===== config.mk =====
export PLATFORM = sky130hd
export DESIGN_NAME = rca_div
export DESIGN_NICKNAME = d
export VERILOG_FILES = /design/src/rtl/rca_arith_pkg.sv /design/src/rtl/rca_div_step.sv /design/src/rtl/rca_div.sv
export SDC_FILE = /design/constraint.sdc
export NUM_CORES = 1
export LEC_CHECK = 0
export CAP_MARGIN = 20
export CORE_MARGIN = 4
export CORE_UTILIZATION = 49
export CTS_BUF_LIST = sky130_fd_sc_hd__clkbuf_4
export DETAILED_ROUTE_END_ITERATION = 8
export GPL_TIMING_DRIVEN = 0
export HOLD_SLACK_MARGIN = 0.03
export PLACE_DENSITY = 0.8
export SYNTH_ARGS = -nofsm -noshare
export SYNTH_HDL_FRONTEND = slang
export SYNTH_SLANG_ARGS = --single-unit

===== constraint.sdc =====
create_clock -name clk -period 19.74 [get_ports clk]
set_input_delay 2.961 -clock clk [delete_from_list [all_inputs] [get_ports clk]]
set_output_delay 2.961 -clock clk [all_outputs]
set_load 0.005 [all_outputs]

===== src/rtl/rca_arith_pkg.sv =====
// Shared types for the sequential arithmetic library (divider side).
package rca_arith_pkg;

    typedef enum logic [1:0] {
        ST_IDLE = 2'd0,
        ST_RUN  = 2'd1,
        ST_DONE = 2'd2
    } state_e;

    // Width of the per-bit step counter for a given operand width.
    function automatic int cnt_width(input int w);
        return (w > 1) ? $clog2(w) : 1;
    endfunction

endpackage


===== src/rtl/rca_div_step.sv =====
// One restoring-division step: shift in the next dividend bit, then try
// subtracting the divisor with a ripple-carry adder (inverted D, carry-in 1).
// The remainder is held to W+1 bits by the caller; the subtract runs one bit
// wider so its carry-out is a clean "no borrow" indication.
import rca_arith_pkg::*;

module div_step #(
    parameter int W = 32
) (
    input  logic [W:0]   r_i,
    input  logic         bit_i,
    input  logic [W-1:0] d_i,
    output logic [W:0]   r_o,
    output logic         q_o
);

    logic [W+1:0] r_sh;
    logic [W+1:0] d_inv;
    logic [W+1:0] diff;
    logic [W+2:0] carry;

    assign r_sh  = {r_i, bit_i};
    assign d_inv = ~{2'b00, d_i};

    // Ripple-carry subtract r_sh - d, bit by bit.
    always_comb begin
        carry    = '0;
        diff     = '0;
        carry[0] = 1'b1;
        for (int i = 0; i <= W + 1; i++) begin
            diff[i]      = r_sh[i] ^ d_inv[i] ^ carry[i];
            carry[i + 1] = (r_sh[i] & d_inv[i]) | (carry[i] & (r_sh[i] ^ d_inv[i]));
        end
    end

    // Carry-out set means no borrow: keep the difference, quotient bit is 1.
    assign q_o = carry[W+2];
    assign r_o = q_o ? diff[W:0] : r_sh[W:0];

endmodule


===== src/rtl/rca_div.sv =====
// Sequential radix-2 restoring divider: 2W-bit dividend by W-bit divisor,
// one quotient bit per clock, start/done handshake, registered results.
//
// state | meaning
// IDLE  | waiting for start; previous results held
// RUN   | shifting out one quotient bit per cycle
// DONE  | results valid, done pulse high for this single cycle
import rca_arith_pkg::*;

module rca_div #(
    parameter int DATA_WIDTH = 32
) (
    input  logic                      clk,
    input  logic                      rst_n,
    input  logic                      enable,
    input  logic                      start,
    input  logic [2*DATA_WIDTH-1:0]   in_div_a,
    input  logic [DATA_WIDTH-1:0]     in_div_b,
    output logic                      busy,
    output logic                      done,
    output logic [DATA_WIDTH-1:0]     out_div_quot,
    output logic [DATA_WIDTH-1:0]     out_div_rem,
    output logic                      out_div_ovf
);

    localparam int W  = DATA_WIDTH;
    localparam int CW = cnt_width(DATA_WIDTH);

    state_e        state_q;
    logic [CW-1:0] cnt_q;
    logic [W:0]    r_q;
    logic [W-1:0]  q_q;
    logic [W-1:0]  d_q;
    logic [W-1:0]  quot_q;
    logic [W-1:0]  rem_q;
    logic          ovf_q;
    logic          done_q;
    logic          busy_q;

    logic [W:0]    r_d;
    logic          qbit_d;
    logic [W-1:0]  q_d;

    div_step #(.W(W)) u_step (
        .r_i   (r_q),
        .bit_i (q_q[W-1]),
        .d_i   (d_q),
        .r_o   (r_d),
        .q_o   (qbit_d)
    );

    assign q_d = {q_q[W-2:0], qbit_d};

    // Control FSM with datapath and registered outputs; enable low clears everything.
    always_ff @(posedge clk or negedge rst_n) begin
        if (!rst_n) begin
            state_q <= ST_IDLE;
            cnt_q   <= '0;
            r_q     <= '0;
            q_q     <= '0;
            d_q     <= '0;
            quot_q  <= '0;
            rem_q   <= '0;
            ovf_q   <= 1'b0;
            done_q  <= 1'b0;
            busy_q  <= 1'b0;
        end else if (!enable) begin
            state_q <= ST_IDLE;
            cnt_q   <= '0;
            r_q     <= '0;
            q_q     <= '0;
            d_q     <= '0;
            quot_q  <= '0;
            rem_q   <= '0;
            ovf_q   <= 1'b0;
            done_q  <= 1'b0;
            busy_q  <= 1'b0;
        end else begin
            case (state_q)
                ST_IDLE: begin
                    done_q <= 1'b0;
                    if (start) begin
                        d_q <= in_div_b;
                        // A high half >= D would need more than W quotient bits;
                        // D == 0 falls into the same comparison.
                        if ((in_div_b == '0) || (in_div_a[2*W-1:W] >= in_div_b)) begin
                            state_q <= ST_DONE;
                            quot_q  <= '1;
                            rem_q   <= '0;
                            ovf_q   <= 1'b1;
                            done_q  <= 1'b1;
                        end else begin
                            state_q <= ST_RUN;
                            busy_q  <= 1'b1;
                            r_q     <= {1'b0, in_div_a[2*W-1:W]};
                            q_q     <= in_div_a[W-1:0];
                            cnt_q   <= CW'(W - 1);
                            quot_q  <= '0;
                            rem_q   <= '0;
                            ovf_q   <= 1'b0;
                        end
                    end
                end
                ST_RUN: begin
                    r_q <= r_d;
                    q_q <= q_d;
                    if (cnt_q == '0) begin
                        state_q <= ST_DONE;
                        busy_q  <= 1'b0;
                        quot_q  <= q_d;
                        rem_q   <= r_d[W-1:0];
                        ovf_q   <= 1'b0;
                        done_q  <= 1'b1;
                    end else begin
                        cnt_q <= cnt_q - 1'b1;
                    end
                end
                ST_DONE: begin
                    state_q <= ST_IDLE;
                    done_q  <= 1'b0;
                end
                default: begin
                    state_q <= ST_IDLE;
                    busy_q  <= 1'b0;
                    done_q  <= 1'b0;
                end
            endcase
        end
    end

    assign busy         = busy_q;
    assign done         = done_q;
    assign out_div_quot = quot_q;
    assign out_div_rem  = rem_q;
    assign out_div_ovf  = ovf_q;

endmodule

# Word-level counts from Yosys, hierarchy flattened
# Cells that the tools add are included.
# classes
n_addsub	1
n_mul	0
n_div	0
magnitude_cmp	1
eq_ne	10
shift	0
muxes	44
bitwise_logic	169
reduce_logical	10
# op_table
op	n
$mux W32	13
$pmux W32 S2	3
$mux W33	4
$and A1 B1 Y1	67
$pmux W33 S2	1
$xor A1 B1 Y1	66
$not A32 Y34	1
$or A1 B1 Y1	34
$ge A32 B32 Y1	1
$logic_not A32 Y1	1
$mux W5	4
$ne A3 B3 Y1 const B	4
$mux W1	10
$pmux W5 S2	1
$mux W2	4
$reduce_and A4 Y1	2
$reduce_and A3 Y1	2
$logic_not A5 Y1	1
$sub A5 B1 Y5 const B	1
$ne A2 B1 Y1 const B	2
$pmux W1 S2	2
$pmux W2 S2	1
$reduce_and A2 Y1	2
$ne A3 B1 Y1 const B	1
7 further kinds	7
# word_totals
ff_bits	171
latch_bits	0
ram_bits	0
rom_bits	0
in_bits	100
out_inout_bits	67
elab_cells	245
memories	0

# Depth between registers and ports, before layout
# Gate-level depths: netlist of run 1.
# logic_depth
depth_word	73
depth_mapped	43
ltp_nobuf	41

# Modules after synthesis
# A second synthesis of run 1 with hierarchy kept.
# unflattened
cells_unflattened	970
hier_area_um2	9464.1
# by_module_without_submodules
module	instances	cells_each	area_per_inst_um2	seq_area_each_um2
rca_div	1	863	8298.0	4279.1
div_step	1	107	1166.1	0.0

# Worst setup path after synthesis of run 1
# No wires, ideal clock.
# synth_path
kind	reg2reg
start	register q_q[31]
end	register r_q[28]
setup_ns	0.125
t_arrival_ns	13.662
required_time_ns	19.615
setup_slack_ns	5.953
path_stages_with_launch	43
n_path_buf	2
period_less_slack_ns	13.787
cell_sequence	dfrtp_1 inv_1 ha_1 inv_1 fa_1 fa_1 fa_1 fa_1 fa_1 fa_1 fa_1 fa_1 fa_1 fa_1 fa_1 fa_1 fa_1 fa_1 [... 7 more ...] fa_1 fa_1 fa_1 fa_1 fa_1 fa_1 fa_1 fa_1 fa_1 inv_1 fa_1 ha_1 nor2b_1 buf_2 buf_1 mux2i_1 a21oi_1 mux2_4
# synth_between
elab_chain_len	71
elab_cells_between_ends	73
classes_between	mux: 3; bitwise: 70
# synth_lines
element	line	text
start, declared	rca_div.sv:32	logic [W-1:0] q_q;
start signal, assigned	rca_div.sv:96	q_q <= in_div_a[W-1:0];
start signal, assigned	rca_div.sv:106	q_q <= q_d;
$and A1 B1 Y1 / $xor A1 B1 Y1 (equally long branches)	rca_div_step.sv:32	carry[i + 1] = (r_sh[i] & d_inv[i]) | (carry[i] & (r_sh[i] ^ d_inv[i]));
$or A1 B1 Y1 (*)	rca_div_step.sv:32	
$and A1 B1 Y1 (*)	rca_div_step.sv:32	
$or A1 B1 Y1 (*)	rca_div_step.sv:32	
$and A1 B1 Y1 (*)	rca_div_step.sv:32	
$or A1 B1 Y1 (*)	rca_div_step.sv:32	
$and A1 B1 Y1 (*)	rca_div_step.sv:32	
$or A1 B1 Y1 (*)	rca_div_step.sv:32	
[... 55 more ...]	-	
$or A1 B1 Y1	rca_div_step.sv:32	
$and A1 B1 Y1	rca_div_step.sv:32	
$or A1 B1 Y1	rca_div_step.sv:32	
$and A1 B1 Y1	rca_div_step.sv:32	
$or A1 B1 Y1	rca_div_step.sv:32	
$mux W33 (*)	rca_div_step.sv:38	assign r_o = q_o ? diff[W:0] : r_sh[W:0];
$pmux W33 S2 (*)	rca_div.sv:79	case (state_q)
$mux W33 (*)	rca_div.sv:67	end else if (!enable) begin
end signal, assigned	rca_div.sv:95	r_q <= {1'b0, in_div_a[2*W-1:W]};
end signal, assigned	rca_div.sv:105	r_q <= r_d;
end, declared	rca_div.sv:31	logic [W:0] r_q;
# Mark *: on every way between the ends. The rest lies on a longest branch, timed or not.
# A chain may end at the register's enable or synchronous reset.

# Worst setup path in the final report of run 1
# layout_path
start	register q_q[31]
end	register r_q[29]
# layout_between
elab_chain_len	71
elab_cells_between_ends	73
classes_between	mux: 3; bitwise: 70
# layout_lines
element	line
$and A1 B1 Y1 / $xor A1 B1 Y1 (equally long branches)	rca_div_step.sv:32
$or A1 B1 Y1 (*)	rca_div_step.sv:32
$and A1 B1 Y1 (*)	rca_div_step.sv:32
$or A1 B1 Y1 (*)	rca_div_step.sv:32
$and A1 B1 Y1 (*)	rca_div_step.sv:32
$or A1 B1 Y1 (*)	rca_div_step.sv:32
$and A1 B1 Y1 (*)	rca_div_step.sv:32
$or A1 B1 Y1 (*)	rca_div_step.sv:32
[... 55 more ...]	-
$or A1 B1 Y1	rca_div_step.sv:32
$and A1 B1 Y1	rca_div_step.sv:32
$or A1 B1 Y1	rca_div_step.sv:32
$and A1 B1 Y1	rca_div_step.sv:32
$or A1 B1 Y1	rca_div_step.sv:32
$mux W33 (*)	rca_div_step.sv:38
$pmux W33 S2 (*)	rca_div.sv:79
$mux W33 (*)	rca_div.sv:67
# Marks and branches as above.

==> results.json, run 1 <==
{
  "status": "finished, final reports clean",
  "antenna_found_initial": 2,
  "cpMostUsedCell": "fa_1",
  "coreArea_um2": 19000,
  "fillerInstances": 1596,
  "synthMuxAreaShare": 0.118,
  "peakVddDrop_v": 0.0000358,
  "cts_hold_buf": 0,
  "finalHoldViolations": 0,
  "hpwlAfterDp_um": 19500,
  "clk_path_buf_depth": 2,
  "setup_tns_ns": 0,
  "r2r_slack_ns": 4.82,
  "min_path_cells": 2,
  "p_leak_nw": 5.34,
  "p_int_mw": 0.635,
  "synth_xor_area_frac": 0.000916,
  "skew_ns": 0.0300,
  "grt_max_degree": 99,
  "routabilityCongestion": 0.888,
  "post-place-ws_ns": 4.93,
  "die_w_um": 148,
  "syn2layout_area_growth_pct": 23.6,
  "synth_area_per_cell_um2": 10.1,
  "rsz0062_at_grt": "false",
  "cts_buffers": 17,
  "cts_tree": "yes",
  "post-synth-top-count-cell": "dfrtp_1",
  "critical_path_required_ns": 20.21,
  "io_buffers": 165,
  "drt_iter0_markers": 418,
  "hp-start": "out_div_rem[22]",
  "cts.sinks": 171,
  "grt_first_pass_wirelength_um": 41700,
  "drive_gt1_frac": 0.104,
  "hold-path-endpoint": "out_div_rem[22]",
  "reg2reg_depth": 42,
  "routedWlPerCell_um": 18.3,
  "synth_nets": 1113,
  "fin_crit_sh": 0.756,
  "htree_levels": 4,
  "io_pins": 167,
  "via_count": 7850,
  "routed_wirelength_um": 25800,
  "hold_path_class": "reg2reg",
  "cap_violations": 0,
  "synth_adder_area_share": 0.112,
  "rows": 50,
  "synth_common_cells": "dfrtp_1, nand2_1, a21oi_1",
  "ant_nets": 0,
  "overflow": 0,
  "grt_usage": 0.239,
  "slew_headroom": 0.464,
  "r2r_end": "r_q[29]",
  "syn_area_um2": 9570,
  "drt-pass1-iter-count": 5,
  "grt_pass1_vias": 7930,
  "yosysSeqAreaShare": 0.447,
  "nNetsFinal": 1298,
  "routed_via_density": 5.59,
  "comb_power_share": 0.365,
  "critPathLaunchType": "flip-flop",
  "syn_inst": 946,
  "crit_path_max_incr_delay_ns": 0.64,
  "post-cts-setup-buffers": 0,
  "synth_edf_count": 0,
  "synth_top_family_by_area": "compound AO/OA/AOI/OAI gates",
  "ys_async_sr_fraction": 1.00,
  "seqPwrFrac": 0.447,
  "synth_cell_types": 50,
  "fin_ws_ns": 4.82,
  "finalSetupViolCount": 0,
  "finalPower_mw": 0.999,
  "ys.flop_type": "dfrtp_1",
  "slew_viol_final": 0,
  "ys_top_cells_by_area": "dfrtp_1, fa_1, nand2_1, ha_1, mux2_2",
  "power_frac_clock": 0.188,
  "critical_path_class": "reg2reg",
  "crit_arrival_ns": 15.38,
  "cp_max_fo": 10,
  "ys_ff_latch": 171,
  "die_area_um2": 21800,
  "netSwitchingPower_mw": 0.364,
  "clk_latency_ns": 0.58,
  "clkTransAtPathRegs_ns": 0.15,
  "yosys.area_share.simple": 0.106,
  "yosysWarnings": 0,
  "cts_root_buf": "clkbuf_4",
  "synth_compound_gate_area_share": 0.156,
  "drcViolationCount": 0,
  "synth_top_cell_area_share": 0.447,
  "synth_top_area_cell": "dfrtp_1",
  "timing.rr.start": "q_q[31]",
  "p_per_area_nw_per_um2": 84.5,
  "clock.fmax_mhz": 67.0,
  "cts-resized-gates": 0,
  "end_kind": "flip-flop",
  "initial_core_util": 0.505,
  "p_sw_frac": 0.365,
  "tightest_slew_ns": 0.803,
  "fp.dieH_um": 148,
  "critPathSlowestCell": "buf_1",
  "final.min_clock_period_ns": 14.92
}
-- worst max-delay path by stage --
stage | startpoint | to | slack (ns) | depth (start not counted)
final | q_q[31] | r_q[29] | 4.82 | 42
after global routing | q_q[31] | r_q[1] | 4.34 | 42
after CTS | q_q[31] | r_q[1] | 4.90 | 42
after detailed placement | q_q[31] | r_q[29] | 4.93 | 42
after global placement | q_q[31] | r_q[6] | 5.03 | 42
after floorplan | q_q[31] | r_q[28] | 5.95 | 42
-- worst max-delay path: cells and delay by family (launching register included) --
kind	cells	cell delay, ns
and+or+nand+nor	1	0.11
adders and majority gates	33	12.41
DFF	1	0.47
AOI/OAI and AO/OA	1	0.11
buffers and inverters	5	1.12
muxes	2	0.62
-- cell usage in the layout (no fill, tap or decap), types with 2 or more instances in the layout --
cell | netlist | final
dfrtp_1 | 171 | 171
clkdlybuf4s50_1 | 0 | 164
nand2_1 | 146 | 146
a21oi_1 | 82 | 82
o21ai_0 | 77 | 77
inv_1 | 74 | 74
clkbuf_1 | 47 | 47
mux2_2 | 38 | 38
nand3_1 | 36 | 36
ha_1 | 36 | 36
o31ai_1 | 33 | 33
a22o_1 | 32 | 32
mux2i_1 | 31 | 31
fa_1 | 31 | 31
mux2_4 | 25 | 25
clkbuf_4 | 0 | 18
buf_2 | 11 | 11
nor2_1 | 11 | 11
nor4_1 | 8 | 8
nand4_1 | 5 | 5
nor3_1 | 5 | 5
inv_6 | 0 | 5
nand2b_1 | 4 | 4
buf_6 | 4 | 4
nor2b_1 | 3 | 3
buf_1 | 3 | 3
a22oi_1 | 3 | 3
o311a_1 | 3 | 3
clkinv_4 | 0 | 3
and4_1 | 2 | 2
a31oi_1 | 2 | 2
clkinv_1 | 0 | 2
inv_8 | 0 | 2
-- registers in the layout (all words and copies together), names as in the netlist --
| name | cells |
|---|---|
| out_div_ovf | 1 |
| busy | 1 |
| done | 1 |
| out_div_quot | 32 |
| cnt_q | 5 |
| q_q | 32 |
| d_q | 32 |
| state_q | 2 |
| out_div_rem | 32 |
| r_q | 33 |
-- power groups by stage --
stage	registers [mW]	clock network (mW)	logic, mW
floorplan	0.445	0	0.222
global placement	0.451	0	0.352
detailed placement	0.452	0	0.364
CTS	0.446	0.193	0.365
global route	0.454	0.208	0.404
finish	0.447	0.188	0.365
-- layer usage --
layer  share of wire  vias to the layer above  track usage
li1                -                     3672            -
met1            0.43                     3848        0.325
met2            0.47                      287        0.378
met3           0.085                       41       0.0708
met4           0.017                        2       0.0652
met5         0.00050                        -            0
-- cells by family after synthesis --
group / Yosys count
multiplexers: 95
adder cells (fa/ha/maj): 67
XOR/XNOR: 1
flip-flops: 171
buffers and inverters: 140
AND/OR/NAND/NOR: 228
AO/OA/AOI/OAI: 244
-- per-stage QoR --
step / hold WS [ns] / utilization / instances / cell area, µm²
after floorplan: 0.473 / - / 946 / 9570
after global placement: 0.461 / 0.609 / 1371 / 11500
after detailed placement: 0.466 / 0.611 / 1372 / 11600
after CTS: 0.497 / 0.624 / 1404 / 11800
after global routing: 0.520 / 0.624 / 1405 / 11800
final: 0.492 / 0.624 / 1405 / 11800
-- layout make-up --
| type | count | area, µm² | share of cell area |
|---|---|---|---|
| flip-flops and latches | 171 | 4280 | 0.362 |
| well taps | 260 | 325 | 0.0275 |
| plain buffers | 65 | 288 | 0.0243 |
| inverters | 75 | 282 | 0.0238 |
| diodes | 1 | 2.50 | 0.000212 |
| clock inverters | 14 | 113 | 0.00952 |
| clock buffers | 18 | 135 | 0.0114 |
| multi-input cells | 635 | 4720 | 0.399 |
| repair buffers | 166 | 1680 | 0.142 |
Power figures use the tool's default switching activity.
==> inputs of run 2 (changes only) <==
Clock period 19.74 ns to 15.3 ns, I/O delays scaled along.
==> run 2 against run 1 <==
Hold slack barely moved. Clock power up 29%. Clock skew shrank 0.00055 ns. Sequential cell count did not move. Die area unchanged. Critical path depth stayed put. Sequential share of layout area about the same. Setup slack got worse by 4.3 ns. Non-clock buffer count did not move. Final cell count stayed put. Critical endpoint is now r_q[10]. Largest cell class unchanged. Highest routed layer unchanged.
==> results.json, run 2 (synthesis gave the netlist of run 1 again) <==
{
  "status": "finished, final reports clean",
  "io_pins": 167,
  "timing.rr.start": "q_q[31]",
  "holdWs_ns": 0.492,
  "syn2layout_area_growth_pct": 23.6,
  "peakVddDrop_v": 0.0000462,
  "fin_ws_ns": 0.513,
  "largest_register": "r_q",
  "crit_arrival_ns": 15.25,
  "cts_hold_buf": 0,
  "io_buffers": 165,
  "p_leak_nw": 5.34,
  "finalPower_mw": 1.29,
  "drt-pass1-iter-count": 5,
  "drive_gt1_frac": 0.105,
  "placedCellCount": 1372,
  "r2r_slack_ns": 0.51,
  "die_area_um2": 21800,
  "cpMostUsedCell": "fa_1",
  "r2r_end": "r_q[10]",
  "crit_family": "adder cells",
  "ant_nets": 0,
  "clk_latency_ns": 0.57,
  "nNetsFinal": 1298,
  "layout_common_cells": "dfrtp_1, clkdlybuf4s50_1, nand2_1",
  "min_path_cells": 2,
  "cp.depth": 42,
  "initial_core_util": 0.505,
  "critical_path_class": "reg2reg",
  "routed_wirelength_um": 25800,
  "hp-start": "out_div_rem[22]",
  "fin_crit_sh": 0.966,
  "routabilityCongestion": 0.888,
  "die_w_um": 148,
  "grt_max_degree": 99,
  "reg2reg_depth": 42,
  "finalHoldViolations": 0,
  "tightest_slew_ns": 0.801,
  "grt_pass1_vias": 7930,
  "finalSetupViolCount": 0,
  "skew_ns": 0.0295,
  "p_per_area_nw_per_um2": 109,
  "placed_area_um2": 11600,
  "rsz0062_at_grt": "false",
  "fin_area_um2": 11800,
  "fp.dieH_um": 148,
  "critical_path_required_ns": 15.77,
  "rows": 50,
  "htree_levels": 4,
  "antenna_found_initial": 2,
  "post-place-ws_ns": 0.491,
  "hpwlAfterDp_um": 19500,
  "finish.utilization": 0.624,
  "layout_commonest_cell": "dfrtp_1",
  "clk_path_buf_depth": 2,
  "clkTransAtPathRegs_ns": 0.15,
  "overflow": 0,
  "crit_path_max_incr_delay_ns": 0.50,
  "critPathLaunchType": "flip-flop",
  "setup_tns_ns": 0,
  "hold_path_class": "reg2reg",
  "final.min_clock_period_ns": 14.79,
  "drt_iter0_markers": 419,
  "slew_viol_final": 0,
  "cts_tree": "yes",
  "routed_via_density": 5.59,
  "slew_headroom": 0.465,
  "cts_root_buf": "clkbuf_4",
  "grt_usage": 0.239,
  "cap_violations": 0,
  "grt_first_pass_wirelength_um": 41700,
  "finalNonFillerCells": 1405,
  "routedWlPerCell_um": 18.3,
  "critPathSlowestCell": "buf_1",
  "largest_reg_flops": 33,
  "clock.fmax_mhz": 67.6,
  "cp_max_fo": 10,
  "drcViolationCount": 0,
  "cts.sinks": 171,
  "hold-path-endpoint": "out_div_rem[22]",
  "crit_buf_inv": 5,
  "cts_buffers": 17,
  "via_count": 7852,
  "coreArea_um2": 19000,
  "end_kind": "flip-flop"
}
run 2: changes by cell type in the layout (fill, tap and decap cells not counted), sizes merged:
| cell | change |
|---|---|
| clkbuf | +1 |
| buf | -1 |
run 2: final cells by class:
| type | count | area [µm²] |
|---|---|---|
| fillers | 1595 | 7130 |
| multi-input cells | 635 | 4720 |
| flip-flops and latches | 171 | 4280 |
| repair buffers | 166 | 1680 |
| well taps | 260 | 325 |
| plain buffers | 65 | 289 |
| inverters | 75 | 282 |
| clock buffers | 18 | 135 |
| clock inverters | 14 | 113 |
| diodes | 1 | 2.50 |
run 2: per-layer routing:
layer  track usage  part of all wire  routed length [µm]  vias up
met5             0           0.00050                  13        -
met4        0.0652             0.017                 447        2
met3        0.0708             0.087                2240       41
met2         0.378              0.47               12100      298
met1         0.325              0.42               10900     3843
li1              -                 -                   -     3668
run 2: worst reg2reg max path, delay by kind of cell (launching register included):
kind                     cells  cell delay, ns
buffers and inverters        5            0.98
adder cells (fa/ha/maj)     33           12.41
flip-flops                   1            0.47
AND/OR/NAND/NOR              1            0.11
multiplexers                 2            0.63
AO/OA/AOI/OAI                1            0.11
run 2: repair_timing:
action,in CTS,in global routing
resized for setup,0,1
buffers inserted,0,0
setup endpoints to repair,0,10
run 2: how the worst max path moves through the flow:
| stage | from | end |
|---|---|---|
| global placement | q_q[31] | r_q[6] |
| CTS | q_q[31] | r_q[1] |
| finish | q_q[31] | r_q[10] |
| global route | q_q[31] | r_q[0] |
| floorplan | q_q[31] | r_q[28] |
| detailed placement | q_q[31] | r_q[29] |
run 2: where the power goes:
part	switching, mW	internal, mW
clock network	0.172	0.0703
registers	0.0564	0.520
logic	0.241	0.229
